**src/rtl/run_monitor.sv**
```systemverilog
// Run-control monitor: ends a simulation run on halt-address match, cycle timeout or retirement hang.
// Latency: a terminating event sampled at edge k is visible on state/done right after edge k.
// Backpressure: none; a pure observer that never stalls the pipeline and accepts pcw every cycle.
//
// Ports:
//   clk, rstn        clock and synchronous active-high reset (1 = reset)
//   pcw, pcw_valid   writeback PC and retire strobe
//   halt_addr/_en    flat halt comparator addresses and per-comparator enables
//   state/done/pass  run state (00 RUN, 01 HALT, 10 TIMEOUT, 11 HANG) and decoded flags
//   halt_idx         lowest comparator index that caused the halt
//   cycle_cnt/instr_cnt/last_pc  run statistics, frozen once the run ends
module run_monitor #(
   parameter int ADDR_W     = 32,
   parameter int NUM_HALT   = 2,
   parameter int CNT_W      = 32,
   parameter int TIMEOUT    = 100000,
   parameter int HANG_LIMIT = 1024
) (
   input  logic                       clk,
   input  logic                       rstn,
   input  logic [ADDR_W-1:0]          pcw,
   input  logic                       pcw_valid,
   input  logic [NUM_HALT*ADDR_W-1:0] halt_addr,
   input  logic [NUM_HALT-1:0]        halt_en,
   output logic [1:0]                 state,
   output logic                       done,
   output logic                       pass,
   output logic [2:0]                 halt_idx,
   output logic [CNT_W-1:0]           cycle_cnt,
   output logic [CNT_W-1:0]           instr_cnt,
   output logic [ADDR_W-1:0]          last_pc
);

   typedef enum logic [1:0] {
      ST_RUN     = 2'b00,
      ST_HALT    = 2'b01,
      ST_TIMEOUT = 2'b10,
      ST_HANG    = 2'b11
   } state_t;

   state_t            st_q, st_d;
   logic [CNT_W-1:0]  cyc_q, ins_q, idle_q;
   logic [ADDR_W-1:0] last_q;
   logic [2:0]        idx_q;

   logic              match_any;
   logic [2:0]        match_idx;
   logic              halt_hit, hang_hit, to_hit;

   // Counters stick at all-ones instead of wrapping.
   function automatic logic [CNT_W-1:0] sat_inc(input logic [CNT_W-1:0] v);
      return (v == '1) ? v : v + CNT_W'(1);
   endfunction

   // Scan from the top down so the lowest matching comparator is the one left standing.
   always_comb begin
      match_any = 1'b0;
      match_idx = 3'd0;
      for (int i = NUM_HALT - 1; i >= 0; i--) begin
         if (halt_en[i] && (pcw == halt_addr[i*ADDR_W +: ADDR_W])) begin
            match_any = 1'b1;
            match_idx = 3'(i);
         end
      end
   end

   // idle_q holds the idle edges already seen, so the HANG_LIMIT-th idle edge sees HANG_LIMIT-1.
   assign halt_hit = pcw_valid && match_any;
   assign hang_hit = !pcw_valid && (idle_q == CNT_W'(HANG_LIMIT - 1));
   assign to_hit   = (cyc_q == CNT_W'(TIMEOUT - 1));

   // State register
   always_ff @(posedge clk) begin
      if (rstn) st_q <= ST_RUN;
      else      st_q <= st_d;
   end

   // Next state and decoded outputs; terminal states hold until reset.
   always_comb begin
      st_d  = st_q;
      state = st_q;
      done  = (st_q != ST_RUN);
      pass  = (st_q == ST_HALT);
      if (st_q == ST_RUN) begin
         if (halt_hit)      st_d = ST_HALT;
         else if (hang_hit) st_d = ST_HANG;
         else if (to_hit)   st_d = ST_TIMEOUT;
      end
   end

   // Statistics advance only in RUN, including the edge that ends the run.
   always_ff @(posedge clk) begin
      if (rstn) begin
         cyc_q  <= '0;
         ins_q  <= '0;
         idle_q <= '0;
         last_q <= '0;
         idx_q  <= 3'd0;
      end else if (st_q == ST_RUN) begin
         cyc_q <= sat_inc(cyc_q);
         if (pcw_valid) begin
            ins_q  <= sat_inc(ins_q);
            last_q <= pcw;
            idle_q <= '0;
         end else begin
            idle_q <= sat_inc(idle_q);
         end
         if (halt_hit) idx_q <= match_idx;
      end
   end

   assign halt_idx  = idx_q;
   assign cycle_cnt = cyc_q;
   assign instr_cnt = ins_q;
   assign last_pc   = last_q;

endmodule

```
**config.mk**
```make
export PLATFORM = sky130hd
export DESIGN_NAME = run_monitor
export DESIGN_NICKNAME = d
export VERILOG_FILES = /design/src/rtl/run_monitor.sv
export SDC_FILE = /design/constraint.sdc
export NUM_CORES = 1
export LEC_CHECK = 0
export ABC_AREA = 1
export CAP_MARGIN = 20
export CORE_ASPECT_RATIO = 1.25
export CORE_MARGIN = 2
export CORE_UTILIZATION = 50
export CTS_CLUSTER_SIZE = 24
export DETAILED_ROUTE_END_ITERATION = 16
export DONT_BUFFER_PORTS = 1
export PLACE_DENSITY = 0.75
export SLEW_MARGIN = 20
export SYNTH_ARGS = -nofsm -noshare
export SYNTH_HDL_FRONTEND = slang
export SYNTH_SLANG_ARGS = --single-unit
```
**constraint.sdc**
```tcl
create_clock -name clk -period 2.7 [get_ports clk]
set_clock_uncertainty 0.2 [all_clocks]
set_input_delay 0.405 -clock clk [delete_from_list [all_inputs] [get_ports clk]]
set_output_delay 0.405 -clock clk [all_outputs]
set_load 0.02 [all_outputs]
```
==> flow_summary.ini, run 1 <==
[outcome]
status = completed

[clock_network]
cts_sinks = 131
clkLatencyLatePin_ns = 0.43
cts_tree = done
clock_path_buffers = 2
cts_root_buf = clkbuf_16
cts_setup_buffers = 0
numCtsBuffers = 17
cts_max_level = 4
clk_pin_slew_ns = 0.06

[setup_path]
cp_cell_sequence = ha_1 -> nand2_1 -> nor3_4 -> nand2_2 -> nor2_4 -> nand4_1 -> nand2_2 -> inv_1 -> nand2_1 -> a21oi_1 -> o21a_1
start_kind = flop
slowest_delay_ns = 0.33
path_delay_family = simple AND/OR/NAND/NOR gates
path_buf_inv = 1
critPathSlowestCell = dfxtp_1
cp_max_fo = 15
crit_type = reg2reg
crit_required_ns = 2.81
crit_arrival_ns = 2.54
crit_path_end_kind = flop

[placement]
gp_congestion = 0.9485
dp.cells = 1606
dp_hpwl_mm = 20.04
portBuffers = 0

[timing]
maxSlewViolCount = 0
rsz0062_at_grt = no
setup_violations = 0
min_period_ns = 2.431
fmax_mhz = 411.3
slew_headroom_pct = 64.39
fin_tns_setup_ns = 0
fin_crit_sh_pct = 90.05
tightestPinTransition_ns = 0.5334
hold_viol = 0

[die]
rows = 53
start_util_pct = 50.83
die_y_um = 150.0
die_x_um = 120.8
fp.coreArea_um2 = 16780
pin_count = 204
dieArea_um2 = 18120

[logic_synthesis]
yosys_register_bits = 131
ys_async_sr_fraction_pct = 0
synth_warnings = 0
synth_flop_cell = dfxtp_1
synth_cells = 1374
synth_edf_count = 0
syn_area_um2 = 8528
synth.avg_cell_area_um2 = 6.207
yosysSeqAreaShare_pct = 30.75
synth.distinct_cells = 42

[routing]
via_per_inst = 5.501
m1WireLength_mm = 10.02
wl_per_cell_um = 15.97
dr.pass1.iters = 5
wl_met2_mm = 13.03
maxUsedRoutingLayer = met4
drc = 0
postRouteAntennaNets = 0
drtIter0Drc = 711
routed_wl_mm = 26.68
route.met3.wl_mm = 2.213
via_count = 9186

[cells_and_area]
final_util_pct = 59.27
layout_commonest_cell = nand2_1
syn2layout_area_growth_pct = 16.59
drive_gt1_share_pct = 9.793
final_cells = 1670
n_antenna_cell = 0
fillers = 1556
multi_input_area_um2 = 5119
layout.nets = 1541
seq_area_um2 = 2623
final_cell_mix = 341 x nand2_1, 208 x nor2_1, 148 x inv_1

[power]
vdd_ir_drop_max_mv = 0.3995
leakage_nw = 3.874
finalPower_mw = 5.062
p_per_area_nw_per_um2 = 509.1

[grt]
antenna_found_initial = 0
grt_first_pass_wirelength_mm = 42.48
overflow = 0
track_usage_pct = 29.22
grt_max_degree = 56
grt_pass1_vias = 8868

[min_path]
hold_class = in2reg

[run]
drv_cap = 0
state kept, by name (all words and copies together), names as in the netlist:
signal and count:
cycle_cnt 32, idle_q 32, halt_idx 1, state 2, instr_cnt 32, last_pc 32
Yosys cell counts, types with 2 or more instances:
library cell  count  area (um^2)
and2_1            5        31.28
xor2_1           24        210.2
buf_4             5        37.54
and3_1            4        25.02
o21a_1            3        22.52
nand3_1          73        365.4
clkbuf_1         20        75.07
nor3_1           48        240.2
nand2_1         341         1280
dfxtp_1         131         2623
ha_1              3        37.54
a21oi_1          90        450.4
a21oi_2           8        70.07
or2_2             4        25.02
inv_2            10        37.54
nor3b_1           4        30.03
buf_2             8        40.04
buf_6             2        22.52
nor2_1          208        780.8
xnor2_1          50        437.9
o21ai_1           4        20.02
nor4_1           12        75.07
inv_1           148        555.5
o21ai_0          75        375.4
nor2_4            3        33.78
nor3_2            5        50.05
o22ai_1           2        12.51
o21bai_1          4        30.03
nand2_2          18        112.6
nand4_1          39        244.0
nor2_2           12        75.07
area by class of cell:
class / count / share of cell area, %
multi-input cells: 1048 / 51.48
flip-flops and latches: 131 / 26.37
repair buffers: 80 / 7.147
inverters: 159 / 6.027
clock buffers: 20 / 4.392
well taps: 220 / 2.768
clock inverters: 12 / 1.812
worst reg2reg max path, delay by kind of cell (launching register included):
family,cells,cell delay [ns]
AND/OR/NAND/NOR,7,1.13
AO/OA/AOI/OAI,2,0.19
adder cells (fa/ha/maj),1,0.18
flip-flops,1,0.33
buffers and inverters,1,0.29
path summary, 6_finish.rpt:
path                 from       endpoint  slack [ns]  depth (start not counted)
min reg2reg     idle_q[4]      idle_q[4]        0.28                          1
min               pcw[17]    last_pc[17]        0.01                          2
max          cycle_cnt[0]  cycle_cnt[13]        0.27                         11
max reg2reg  cycle_cnt[0]  cycle_cnt[13]        0.27                         11
power breakdown:
group          switching, mW  internal, mW
registers             0.0917          1.99
clock network          0.911          1.55
logic                  0.320         0.201
stage by stage:
step | setup WS [ns] | hold WS (ns) | cell area, um^2
finish | 0.2687 | 0.01053 | 9943
global route | 0.03209 | 0.02159 | 9943
CTS | 0.2654 | 0.005758 | 9941
detailed placement | 0.2764 | 0.2770 | 8986
global placement | 0.3378 | 0.2705 | 8986
floorplan | 0.6121 | 0.2466 | 8532
layer usage:
layer | global-route usage, % | vias to the layer above
met4 | 16.51 | 0
li1 | - | 4541
met5 | 0 | -
met2 | 51.69 | 404
met3 | 8.956 | 115
met1 | 30.58 | 4126
what timing repair did:
item | 4_1_cts | 5_1_grt
resized for setup | 0 | 2
hold endpoints to repair | 79 | 0
setup endpoints to repair | 0 | 1
hold buffers | 32 | 0
cells by family (layout without fill, tap and decap cells):
group                      count (synthesis)  in the layout  synth area share, %
DFF                                      131            131                30.75
buffers and inverters                    196            271                9.331
other                                      1              2              0.04397
AOI/OAI and AO/OA                        187            187                11.58
adders and majority gates                  3              3               0.4402
xor gates and xnor gates                  74             74                7.600
and+or+nand+nor                          782            782                40.26
Power figures use the tool's default switching activity.
==> run 2, diff against run 1 <==
--- a/config.mk
+++ b/config.mk
@@ -13,6 +13,7 @@
 export CTS_CLUSTER_SIZE = 24
 export DETAILED_ROUTE_END_ITERATION = 16
 export DONT_BUFFER_PORTS = 1
+export GPL_TIMING_DRIVEN = 0
 export PLACE_DENSITY = 0.75
 export SLEW_MARGIN = 20
 export SYNTH_ARGS = -nofsm -noshare
==> flow_summary.ini, run 2 (synthesized netlist as in run 1, its figures left out) <==
[grt]
grt.busiest_layer = met2
grt_max_degree = 17
grt_pass1_vias = 8934
grt_first_pass_wirelength_mm = 44.28
grt_util_met2_pct = 56.50
grt.met3_usage_pct = 9.184
globalRouteMet1Util_pct = 32.06
antenna_found_initial = 0
track_usage_pct = 31.14
overflow = 0

[routing]
wl_per_cell_um = 17.02
via_count = 9181
drc = 0
dr.pass1.iters = 5
postRouteAntennaNets = 0
via_per_inst = 5.541
routed_wl_mm = 28.20
drtIter0Drc = 565

[cells_and_area]
drive_gt1_share_pct = 7.724
final_cell_mix = 341 x nand2_1, 208 x nor2_1, 148 x inv_1
stdcell_area_um2 = 9743
n_antenna_cell = 0
layout.nets = 1528
final_cells = 1657
final_util_pct = 58.07
syn2layout_area_growth_pct = 14.25
layout_commonest_cell = nand2_1

[clock_network]
clkLatencyLatePin_ns = 0.43
cts_setup_buffers = 0
clock_path_buffers = 2
cts_sinks = 131
cts_root_buf = clkbuf_16
cts_tree = done
clk_pin_slew_ns = 0.06
cts_max_level = 4
numCtsBuffers = 17

[placement]
portBuffers = 0
gp_congestion = 0.9700
detailedPlace.worstSlack_ns = 0.1895
dp.cells = 1595
postPlaceCellArea_um2 = 8807
dp_hpwl_mm = 21.59

[die]
pin_count = 204
start_util_pct = 50.83
fp.coreArea_um2 = 16780
dieArea_um2 = 18120
die_y_um = 150.0
rows = 53
die_x_um = 120.8

[power]
vdd_ir_drop_max_mv = 0.4333
finalPower_mw = 5.131
p_per_area_nw_per_um2 = 526.7
leakage_nw = 3.706

[timing]
hold_viol = 0
setup_violations = 0
setup_ws_ns = 0.2017
min_period_ns = 2.498
fin_crit_sh_pct = 92.53
tightestPinTransition_ns = 0.8027
maxSlewViolCount = 0
rsz0062_at_grt = no
fmax_mhz = 400.3
slew_headroom_pct = 46.49
fin_tns_setup_ns = 0
whs_ns = 0.02637

[setup_path]
start_kind = flop
crit_arrival_ns = 2.57
cp_cell_sequence = ha_1 -> nand3_1 -> inv_2 -> nand2_1 -> nor2_2 -> nand3_1 -> nand2_2 -> inv_2 -> buf_2 -> nand2_1 -> a21oi_1
crit_path_end_kind = flop
crit_type = reg2reg
path_buf_inv = 3
critPathSlowestCell = dfxtp_1
path_delay_family = simple AND/OR/NAND/NOR gates
slowest_delay_ns = 0.50
cp_max_fo = 10
crit_required_ns = 2.77

[outcome]
status = completed

[min_path]
hold_class = in2reg

[run]
drv_cap = 0
==> run 2: cell types whose count changed in the layout (fill, tap and decap cells not counted), sizes merged <==
cell / previous run / this run
buf: 49 / 17
clkinvlp: 2 / 3
clkinv: 5 / 3
dlygate4sd3: 31 / 30
clkbuf: 20 / 41
==> run 2: path summary, 6_finish.rpt <==
| kind | startpoint | cells after the start | end | slack (ns) |
|---|---|---|---|---|
| worst max-delay path | instr_cnt[1] | 11 | instr_cnt[30] | 0.20 |
| worst min-delay path | pcw_valid | 3 | state[0] | 0.03 |
| worst max register to register | instr_cnt[1] | 11 | instr_cnt[30] | 0.20 |
| worst min register to register | idle_q[6] | 2 | idle_q[6] | 0.29 |
==> run 2: repair_timing <==
item,in CTS,in global routing
resized for setup,0,1
hold buffers,30,0
endpoints found under the hold margin,33,0
setup endpoints to repair,0,9
==> run 2: worst min-delay path: stages <==
cell and delay, ns:
nand3_1 0.07, nand3_1 0.07, a21oi_1 0.05
==> run 2: area by class of cell <==
cell class | instances | area (um^2)
Sequential cell | 131 | 2624
Tap cell | 220 | 275.3
Inverter | 159 | 596.8
Fill cell | 1649 | 7034
Multi-Input combinational cell | 1048 | 5114
Clock buffer | 21 | 460.4
Timing Repair Buffer | 30 | 300.3
Clock inverter | 11 | 173.9
Buffer | 37 | 198.9
==> run 2: power breakdown <==
group	total, mW	internal [mW]	switching (mW)	leakage, nW
clock	2.52	1.60	0.916	0.300
sequential	2.10	1.99	0.109	1.06
combinational	0.519	0.195	0.324	2.34
==> run 2: layer usage <==
| metal | vias to the layer above | wire [um] |
|---|---|---|
| li1 | 4515 | - |
| met1 | 4130 | 10360 |
| met2 | 426 | 14030 |
| met3 | 110 | 2379 |
| met4 | 0 | 1426 |
| met5 | - | 0 |
==> run 3, diff against run 2 <==
--- a/config.mk
+++ b/config.mk
@@ -9,12 +9,12 @@
 export CAP_MARGIN = 20
 export CORE_ASPECT_RATIO = 1.25
 export CORE_MARGIN = 2
-export CORE_UTILIZATION = 50
+export CORE_UTILIZATION = 65
 export CTS_CLUSTER_SIZE = 24
 export DETAILED_ROUTE_END_ITERATION = 16
 export DONT_BUFFER_PORTS = 1
 export GPL_TIMING_DRIVEN = 0
-export PLACE_DENSITY = 0.75
+export PLACE_DENSITY = 0.91
 export SLEW_MARGIN = 20
 export SYNTH_ARGS = -nofsm -noshare
 export SYNTH_HDL_FRONTEND = slang
==> flow_summary.ini, run 3 (synthesized netlist as in run 1, its figures left out) <==
[routing]
via_per_inst = 5.964
via_count = 9578
routed_wl_mm = 29.13
drtIter0Drc = 912
dr.pass1.iters = 8
postRouteAntennaNets = 0
drc = 0
wl_per_cell_um = 18.14

[grt]
grt_max_degree = 17
overflow = 0
antenna_found_initial = 0
grt_pass1_vias = 9477
grt_first_pass_wirelength_mm = 46.04
track_usage_pct = 41.27

[cells_and_area]
syn2layout_area_growth_pct = 13.22
final_cell_mix = 341 x nand2_1, 208 x nor2_1, 148 x inv_1
fillers = 1007
layout_commonest_cell = nand2_1
drive_gt1_share_pct = 7.789
n_antenna_cell = 0
stdcell_area_um2 = 9656
layout.nets = 1529

[placement]
portBuffers = 0
postPlaceCellArea_um2 = 8742
dp_hpwl_mm = 21.05
gp_congestion = 0.9613

[clock_network]
clock_path_buffers = 2
clk_pin_slew_ns = 0.06
cts_tree = done
clkLatencyLatePin_ns = 0.43
numCtsBuffers = 17
cts_max_level = 4
cts_root_buf = clkbuf_16
cts_sinks = 131

[power]
p_per_area_nw_per_um2 = 523.7
vdd_ir_drop_max_mv = 0.4238
power_frac_seq_pct = 41.6
swShare_pct = 27.66
intPower_mw = 3.658
p_sw_mw = 1.399
pwr-share-clk_pct = 47.8
p_comb_share_pct = 10.6
leakage_nw = 3.701

[setup_path]
r2r-start = instr_cnt[0]
critPathSlowestCell = dfxtp_1
timing.rr.end = instr_cnt[9]
crit_path_end_kind = flop
cp_max_fo = 10
r2r_cells = 10
crit_type = reg2reg
start_kind = flop
cp_cell_sequence = ha_1 -> nand3_1 -> inv_2 -> nand2_1 -> nor2_2 -> nand3_1 -> nand2_2 -> buf_2 -> nand2_1 -> a21oi_1
reg2reg_setup_slack_ns = 0.13
crit_arrival_ns = 2.72
slowest_delay_ns = 0.55
crit_required_ns = 2.84

[min_path]
min_to = last_pc[1]
hold-path-cell-count = 2
min_from = pcw[1]
hold_class = in2reg

[die]
pin_count = 204
die_x_um = 106.5
die_y_um = 132.1
rows = 46
fp.coreArea_um2 = 12780
start_util_pct = 66.75
dieArea_um2 = 14060

[outcome]
status = completed

[timing]
setup_violations = 0
hold_viol = 0
fmax_mhz = 388.7
fin_tns_setup_ns = 0
slew_headroom_pct = 47.42
tightestPinTransition_ns = 0.7887
fin_crit_sh_pct = 95.28
min_period_ns = 2.573
rsz0062_at_grt = no
maxSlewViolCount = 0

[run]
drv_cap = 0
run 3: what timing repair did:
action                     CTS  global route
hold buffers                31             0
setup endpoints to repair    0             2
setup buffers                0             0
gates resized for setup      0             2
hold endpoints to repair    34             0
run 3: how the worst max path moves through the flow:
stage	startpoint	to	cells after the start
floorplan	cycle_cnt[1]	cycle_cnt[12]	11
global placement	instr_cnt[0]	instr_cnt[27]	11
detailed placement	state[1]	last_pc[24]	7
CTS	instr_cnt[0]	instr_cnt[9]	10
global route	state[1]	last_pc[21]	6
finish	instr_cnt[0]	instr_cnt[9]	10
run 3: critical path: cells and delay by family (launching register included):
family / cells / cell delay, ns
AOI/OAI and AO/OA: 1 / 0.20
adders and majority gates: 1 / 0.29
buffers and inverters: 2 / 0.39
DFF: 1 / 0.55
and+or+nand+nor: 6 / 0.84
run 3: power groups by stage:
stage / Combinational (mW) / Clock, mW / Sequential (mW)
final: 0.536 / 2.42 / 2.10
after CTS: 0.512 / 2.39 / 2.10
after floorplan: 0.354 / 0 / 2.12
after detailed placement: 0.468 / 0 / 2.14
after global routing: 0.584 / 2.49 / 2.11
after global placement: 0.456 / 0 / 2.14
run 3: per-stage QoR:
step / setup slack (ns) / cells / util, % / hold WS [ns] / total power, mW
CTS: 0.1671 / 1606 / 75.56 / 0.005565 / 5.002
finish: 0.1273 / 1606 / 75.57 / 0.04079 / 5.057
detailed placement: 0.2253 / 1543 / 68.42 / 0.2849 / 2.607
global route: 0.03328 / 1606 / 75.57 / 0.05722 / 5.177
global placement: 0.2925 / 1543 / 68.42 / 0.2745 / 2.595
floorplan: 0.6121 / 1375 / - / 0.2466 / 2.476
run 3: final cells by class:
type	count	area, um^2	share of cell area (%)
well taps	168	210.2	2.177
clock buffers	19	442.9	4.587
multi-input cells	1048	5114	52.96
clock inverters	13	158.9	1.646
flip-flops and latches	131	2623	27.16
inverters	159	596.8	6.181
repair buffers	31	310.3	3.214
plain buffers	37	200.2	2.073
run 3: layer usage:
metal	GRT usage [%]	up-vias	wire length, um
met1	44.07	4305	10510
met4	28.28	0	2138
li1	-	4535	-
met5	0	-	0
met2	68.98	559	13700
met3	12.95	179	2783
